--- config.mk ---
export PLATFORM = sky130hd
export DESIGN_NAME = serial_adder
export DESIGN_NICKNAME = d
export VERILOG_FILES = /design/src/rtl/serial_adder_pkg.sv /design/src/rtl/serial_adder_if.sv /design/src/rtl/full_adder_bit.sv /design/src/rtl/serial_adder_core.sv /design/src/rtl/serial_adder.sv
export SDC_FILE = /design/constraint.sdc
export NUM_CORES = 1
export LEC_CHECK = 0
export CAP_MARGIN = 10
export CORE_ASPECT_RATIO = 1.75
export CORE_MARGIN = 2
export CORE_UTILIZATION = 50
export DETAILED_ROUTE_END_ITERATION = 8
export GPL_TIMING_DRIVEN = 1
export PLACE_DENSITY = 0.78
export RECOVER_POWER = 25
export SLEW_MARGIN = 10
export SYNTH_ARGS = -nofsm -noshare
export SYNTH_HDL_FRONTEND = slang
export SYNTH_HIERARCHICAL = 1
export SYNTH_SLANG_ARGS = --single-unit
--- constraint.sdc ---
create_clock -name clk -period 1.7 [get_ports clk]
set_clock_uncertainty 0.15 [all_clocks]
set_input_delay 0.34 -clock clk [delete_from_list [all_inputs] [get_ports clk]]
set_output_delay 0.34 -clock clk [all_outputs]
set_load 0.03 [all_outputs]
--- src/rtl/serial_adder_pkg.sv ---
// Shared types and constants for the bit-serial adder.
package serial_adder_pkg;

  localparam int DEFAULT_WIDTH = 8;

  typedef enum logic [1:0] {
    IDLE  = 2'd0,
    SHIFT = 2'd1,
    DONE  = 2'd2
  } state_t;

endpackage

--- src/rtl/serial_adder_if.sv ---
// Request/result bundle of the serial adder. start is a request: it is taken on
// any rising edge where the adder is not busy; done pulses once with sum/cout valid.
interface serial_adder_if
  import serial_adder_pkg::*;
#(
  parameter int WIDTH = DEFAULT_WIDTH
);

  logic             start;
  logic [WIDTH-1:0] a;
  logic [WIDTH-1:0] b;
  logic             busy;
  logic             done;
  logic [WIDTH-1:0] sum;
  logic             cout;

  modport master (
    output start, a, b,
    input  busy, done, sum, cout
  );

  modport slave (
    input  start, a, b,
    output busy, done, sum, cout
  );

endinterface

--- src/rtl/full_adder_bit.sv ---
// One-bit full adder built from two cascaded half-adder stages.
module full_adder_bit (
  input  logic x,
  input  logic y,
  input  logic cin,
  output logic s,
  output logic co
);

  logic s1;
  logic c1;
  logic c2;

  assign s1 = x ^ y;
  assign c1 = x & y;
  assign s  = s1 ^ cin;
  assign c2 = s1 & cin;
  assign co = c1 | c2;

endmodule

--- src/rtl/serial_adder_core.sv ---
// Control FSM and shift-register datapath; one full-adder bit processed per clock.
module serial_adder_core
  import serial_adder_pkg::*;
#(
  parameter int WIDTH = DEFAULT_WIDTH
) (
  input  logic         clk,
  input  logic         rst_n,
  serial_adder_if.slave bus
);

  localparam int CNT_W = $clog2(WIDTH + 1);

  state_t             state;
  state_t             state_nxt;
  logic               busy_q;
  logic               done_q;
  logic               busy_nxt;
  logic               done_nxt;
  logic [WIDTH-1:0]   a_q;
  logic [WIDTH-1:0]   b_q;
  logic [WIDTH-1:0]   sum_q;
  logic               carry_q;
  logic               cout_q;
  logic [CNT_W-1:0]   cnt_q;
  logic               accept;
  logic               last_shift;
  logic               fa_s;
  logic               fa_co;

  assign accept     = bus.start && (state != SHIFT);
  assign last_shift = (state == SHIFT) && (cnt_q == CNT_W'(WIDTH - 1));

  // State register; busy/done are registered from the next state so they track it exactly.
  always_ff @(posedge clk or negedge rst_n) begin
    if (!rst_n) begin
      state  <= IDLE;
      busy_q <= 1'b0;
      done_q <= 1'b0;
    end else begin
      state  <= state_nxt;
      busy_q <= busy_nxt;
      done_q <= done_nxt;
    end
  end

  always_comb begin
    state_nxt = state;
    case (state)
      IDLE:    if (accept) state_nxt = SHIFT;
      SHIFT:   if (last_shift) state_nxt = DONE;
      DONE:    state_nxt = accept ? SHIFT : IDLE;
      default: state_nxt = IDLE;
    endcase
  end

  always_comb begin
    busy_nxt = (state_nxt == SHIFT);
    done_nxt = (state_nxt == DONE);
  end

  full_adder_bit u_fa (
    .x   (a_q[0]),
    .y   (b_q[0]),
    .cin (carry_q),
    .s   (fa_s),
    .co  (fa_co)
  );

  // sum/cout are only written by shifts, so they keep the last result across an accept.
  always_ff @(posedge clk or negedge rst_n) begin
    if (!rst_n) begin
      a_q     <= '0;
      b_q     <= '0;
      sum_q   <= '0;
      carry_q <= 1'b0;
      cout_q  <= 1'b0;
      cnt_q   <= '0;
    end else if (accept) begin
      a_q     <= bus.a;
      b_q     <= bus.b;
      carry_q <= 1'b0;
      cnt_q   <= '0;
    end else if (state == SHIFT) begin
      a_q     <= a_q >> 1;
      b_q     <= b_q >> 1;
      sum_q   <= {fa_s, sum_q[WIDTH-1:1]};
      carry_q <= fa_co;
      cout_q  <= fa_co;
      cnt_q   <= cnt_q + 1'b1;
    end
  end

  assign bus.busy = busy_q;
  assign bus.done = done_q;
  assign bus.sum  = sum_q;
  assign bus.cout = cout_q;

endmodule

--- src/rtl/serial_adder.sv ---
// Bit-serial adder top: flat ports bundled onto the internal request/result interface.
module serial_adder
  import serial_adder_pkg::*;
#(
  parameter int WIDTH = DEFAULT_WIDTH  // legal range 2..32
) (
  input  logic             clk,
  input  logic             rst_n,
  input  logic             start,
  input  logic [WIDTH-1:0] a,
  input  logic [WIDTH-1:0] b,
  output logic             busy,
  output logic             done,
  output logic [WIDTH-1:0] sum,
  output logic             cout
);

  serial_adder_if #(.WIDTH(WIDTH)) bus ();

  assign bus.start = start;
  assign bus.a     = a;
  assign bus.b     = b;
  assign busy      = bus.busy;
  assign done      = bus.done;
  assign sum       = bus.sum;
  assign cout      = bus.cout;

  serial_adder_core #(.WIDTH(WIDTH)) u_core (
    .clk   (clk),
    .rst_n (rst_n),
    .bus   (bus)
  );

endmodule

==> results of run 1 <==
## stage by stage
step / utilization [%] / TNS (ns)
final: 68.3 / 0
after global routing: 68.3 / 0
after CTS: 68.9 / 0
after detailed placement: 66.0 / -0.0401
after global placement: 66.0 / 0
after floorplan: - / 0
## cell type report
class                      instances  area (um2)  share of cell area (%)
timing repair buffer              36         327                    17.6
multi-input combinational         97         553                    29.7
clock inverter                     1        5.00                   0.269
clock buffer                       7        86.3                    4.64
sequential                        34         851                    45.8
tap                               27        33.8                    1.82
inverter                           1        3.75                   0.202
## cells by family (layout without fill, tap and decap cells)
| kind of cell | after synthesis | in the layout | synth area share (%) |
|---|---|---|---|
| buf+inv | 9 | 45 | 3.28 |
| simple gates | 56 | 56 | 15.5 |
| fa+ha+maj | 2 | 2 | 2.25 |
| mux | 18 | 18 | 12.5 |
| compound gates | 21 | 21 | 7.77 |
| flops | 34 | 34 | 58.7 |
## power breakdown
| part | internal (mW) | switching [mW] |
|---|---|---|
| clock network | 0.326 | 0.268 |
| registers | 1.14 | 0.207 |
| logic | 0.443 | 0.710 |
| total | 1.90 | 1.19 |
## repair_timing
item / 4_1_cts / 5_1_grt
buffers inserted: 0 / 0
endpoints found under the hold margin: 0 / 0
hold buffers: 0 / 0
gates resized for setup: 11 / 0
setup endpoints to repair: 11 / 0
## routing by layer
metal  vias to the layer above  wire length, um  global-route usage [%]
met3                         5              113                    6.00
li1                        528                -                       -
met4                         0               52                    8.08
met1                       534             1010                    20.5
met2                        21             1420                    31.1
met5                         -                0                       0
## cells in the mapped netlist
cell type	n
inv_1	1
a22o_1	1
nand2b_1	1
clkbuf_1	1
buf_4	2
ha_1	1
and3_1	1
mux2i_1	17
nor2_1	3
nand3_1	2
mux2_1	1
buf_2	4
o21ai_0	19
nand2_1	45
dfrtp_1	34
a211o_1	1
clkbuf_2	1
nor3_1	3
fa_1	1
nor2b_1	1
## worst paths after layout
kind / startpoint / end / cells after the start
max in group asynchronous: rst_n / u_core/a_q[0] / 2
worst min register to register: u_core/bus.cout / u_core/bus.cout / 2
worst max-delay path: u_core/bus.sum[1] / sum[1] / 1
worst max register to register: u_core/b_q[0] / u_core/carry_q / 2
worst min-delay path: u_core/bus.cout / u_core/bus.cout / 2
min in group asynchronous: rst_n / u_core/bus.sum[5] / 2
## registers in the layout, summed over array words and instances (netlist names)
| register | flops |
|---|---|
| u_core/cnt_q | 4 |
| u_core/bus.cout | 1 |
| u_core/bus.done | 1 |
| u_core/state | 2 |
| u_core/carry_q | 1 |
| u_core/a_q | 8 |
| u_core/bus.sum | 8 |
| u_core/bus.busy | 1 |
| u_core/b_q | 8 |
==> run metrics, run 1 <==
Initial Util=53.2%; Unique masters post-synth=20; Top delay family on crit path=buffers and inverters; worst hold path type=flip-flop to flip-flop; WL/cell=12.8 um; global-route wire length before repair=4420 um; crit-path cells=dlygate4sd2_1; WL final=2600 um; Worst Max-Slew Pin Slew=0.807 ns; Ys Warns=6; Filler Cell Count=221; top-area cell type share of the netlist area=58.7%; RSZ-0062 raised after global routing=false; Final Setup Violations=0; Max VDD drop=0.000905 V; row cnt=25; Max Clk Rate=647 MHz; post-route cell area=1860 um2; NumNets Final=196; final worst-path cycle share=90.9%; Setup CP Type=flip-flop to primary output; total global routing overflow=0; # DRC=0; Final Total Pwr=3.09 mW; CTS max path bufs=2; clk_lat worst skew=0.28 ns; final hold vios=0; final worst path period need=1.54 ns; startpoint types=flip-flop; largest stage delay on the critical path=0.41 ns; register bit total from synthesis=34; gpl congestion=0.768; Synth area leaders=dfrtp_1, mux2i_1, nand2_1; sequential share of the synthesized area=58.7%; dpl cell area=1800 um2; area grow syn2layout=28.3%; final worst setup slack=0.155 ns; Slowest cell on crit path=dlygate4sd2_1; Pre-antenna DRT Iters=3; Crit. End Element=primary output; area leader, netlist=dfrtp_1; relative slew slack=46.2%; worst hold slack=0.318 ns; vias=1088; root buffer cell=clkbuf_8; worst reg2reg setup slack=0.35 ns; H-Tree Depth=2; max-slew violation count=0; core area=2720 um2; Synth Net Count=161; TritonCTS clock tree=done; Non-Filler Instances=203; Worst EP required=1.21 ns; Syn Area/Cell=10.3 um2; initial antenna violation count=0; Inst Count DP=195; most frequent cells in the layout=nand2_1, dfrtp_1, o21ai_0, clkdlybuf4s50_1, mux2i_1; layout cells sized above 1=8.52%; DIE WIDTH=44.7 um; number of antenna repair diodes=0; post-DR vias/cell=5.36; Total GRT Usage=18.3%; vias in the first global route=1054; DP HPWL=1940 um; Mapped Cells=140; CTS buffer count=5; Power Density=1660 nW/um2; Reg clk slew, reported paths=0.06 ns; Place WS=-0.0207 ns; most common cell after layout, fill and taps aside=nand2_1; Die Height=75.2 um; Post-DRT Antenna Nets=0; Die Footprint=3360 um2; worst-path fanout max=3; status=complete, no violations; input/output buffers=29; Lkg Pwr=0.953 nW; arrival time worst endpoint=1.05 ns; io pins=30; Buf+Inv Stages, Crit Path=1; max cap viols=0; Detailed Route Iter0 Violations=25; largest net degree at the start of global routing=35; clk sinks=34; Synth Cell Area=1450 um2
(Power assumes the default switching activity.)
==> run 2: changes to the inputs <==
- CORE_ASPECT_RATIO: 1.75 -> not set
==> run 2 against run 1 <==
Sequential power is essentially flat; critical path depth did not move; die area is 0.50% lower; worst hold slack improved by 0.012 ns; power shrank 5.2%; flip-flop and latch count did not move; combinational power hardly changed; largest power group unchanged; highest routed layer unchanged.
==> run metrics, run 2 (same netlist as run 1, synthesis figures left out) <==
initial antenna violation count=0 (unchanged); clk sinks=34 (unchanged); Initial Util=52.5% (-0.70 points); Power Density=1600 nW/um2 (-3.6%); DIE WIDTH=57.8 um (+29%); most frequent cells in the layout=nand2_1, dfrtp_1, o21ai_0, clkdlybuf4s50_1, mux2i_1; input/output buffers=29 (unchanged); number of antenna repair diodes=0 (unchanged); final worst-path cycle share=93.8% (+2.9 points); reg2reg start=u_core/state[0]; Worst Min Path Start=u_core/bus.sum[0]; DP HPWL=1820 um (-6.1%); crit-path cells=dlygate4sd2_1; Max Clk Rate=627 MHz (-3.1%); vias in the first global route=996 (-5.5%); layout cells sized above 1=7.51% (-1.0 points); core area=2760 um2 (+1.3%); Reg clk slew, reported paths=0.09 ns (+0.03 ns); root buffer cell=clkbuf_4; status=complete, no violations; area grow syn2layout=26.3%; final hold vios=0 (unchanged); post-route cell area=1830 um2 (-1.6%); vias=1025 (-5.8%); # DRC=0 (unchanged); total global routing overflow=0 (unchanged); max-slew violation count=0 (unchanged); WL/cell=12.0 um (-6.0%); postcts setup bufs=0 (unchanged); max cap viols=0 (unchanged); worst r2r dst=u_core/cnt_q[2]; Crit. End Element=primary output; largest stage delay on the critical path=0.41 ns (about the same); TritonCTS clock tree=done; WL final=2450 um (-5.6%); startpoint types=flip-flop; worst hold path type=flip-flop to flip-flop; Worst EP required=1.21 ns (about the same); CTS max path bufs=2 (unchanged); CTS buffer count=5 (unchanged); row cnt=19 (-24%); final worst path period need=1.59 ns (+0.0497 ns); Setup crit start=u_core/bus.sum[1]; r2r worst-path depth=4 (+2); Setup CP Type=flip-flop to primary output; RSZ-0062 raised after global routing=false; Die Footprint=3340 um2 (-0.50%); worst reg2reg setup slack=0.35 ns (about the same); Pre-antenna DRT Iters=4 (+1); arrival time worst endpoint=1.10 ns (+0.05 ns); Max VDD drop=0.00122 V (+35%); clk_lat worst skew=0.32 ns (+0.04 ns); hold depth=2 (unchanged); most common cell after layout, fill and taps aside=nand2_1; Slowest cell on crit path=dlygate4sd2_1; Post-DRT Antenna Nets=0 (unchanged); Total Neg Setup Slack=0 ns (unchanged); global-route wire length before repair=4430 um (+0.16%); Buf+Inv Stages, Crit Path=1 (unchanged); gpl congestion=0.738 (-3.9%); largest net degree at the start of global routing=35 (unchanged); Top delay family on crit path=buffers and inverters; io pins=30 (unchanged); Detailed Route Iter0 Violations=17 (-32%); Die Height=57.8 um (-23%); post-DR vias/cell=5.02 (-6.3%); H-Tree Depth=2 (unchanged); worst-path fanout max=3 (unchanged); Total GRT Usage=17.7% (-0.58 points); Final Setup Violations=0 (unchanged); relative slew slack=46.2% (-0.071 points); dpl cell area=1810 um2 (+0.56%); Worst Hold End=u_core/bus.sum[0]; Worst Max-Slew Pin Slew=0.808 ns (+0.00106 ns); Lkg Pwr=0.934 nW (-1.9%); NumNets Final=195 (-0.51%)
-- run 2: metrics by stage --
| stage | std cells | power [mW] | hold WS [ns] | setup slack, ns | util (%) |
|---|---|---|---|---|---|
| 2_1_floorplan | 140 | 2.15 | -0.106 | 0.422 | - |
| 5_1_grt | 204 | 3.20 | 0.357 | 0.0474 | 66.3 |
| 3_3_place_gp | 198 | 2.55 | 0.308 | 0.0395 | 65.5 |
| 6_report | 204 | 2.93 | 0.329 | 0.106 | 66.3 |
| 4_1_cts | 204 | 2.98 | 0.221 | 0.0779 | 66.9 |
| 3_5_place_dp | 198 | 2.63 | 0.315 | 0.00882 | 65.5 |
-- run 2: power by group --
group | switching [mW] | internal, mW | total, mW
Sequential | 0.208 | 1.13 | 1.34
Clock | 0.227 | 0.186 | 0.413
Combinational | 0.713 | 0.463 | 1.18
-- run 2: worst max path at each step --
| stage | cells past startpoint | to |
|---|---|---|
| floorplan | 2 | u_core/carry_q |
| detailed placement | 4 | u_core/cnt_q[3] |
| CTS | 1 | sum[1] |
| global placement | 4 | u_core/cnt_q[3] |
| global route | 1 | sum[6] |
| finish | 1 | sum[1] |
-- run 2: timing repair --
item / CTS / global route
hold buffers: 0 / 0
gates resized for setup: 11 / 0
setup endpoints to repair: 11 / 0
-- run 2: layout make-up --
class                   instances  area (um2)
clock buffers                   6        51.3
multi-input cells              97         553
fillers                       234         928
well taps                      31        38.8
inverters                       1        3.75
repair buffers                 35         332
flip-flops and latches         34         851
-- run 2: routing by layer --
layer  vias to the layer above  global-route usage (%)  wire, um
met3                         6                    6.25       147
li1                        531                       -         -
met1                       465                    22.0      1080
met4                         0                    5.98        44
met5                         -                       0         0
met2                        23                    29.1      1180
==> run 3: changes to the inputs <==
- GPL_TIMING_DRIVEN: 1 -> not set
==> results of run 3 <==
Final layout, timing and power as in run 2 (identical DEF).
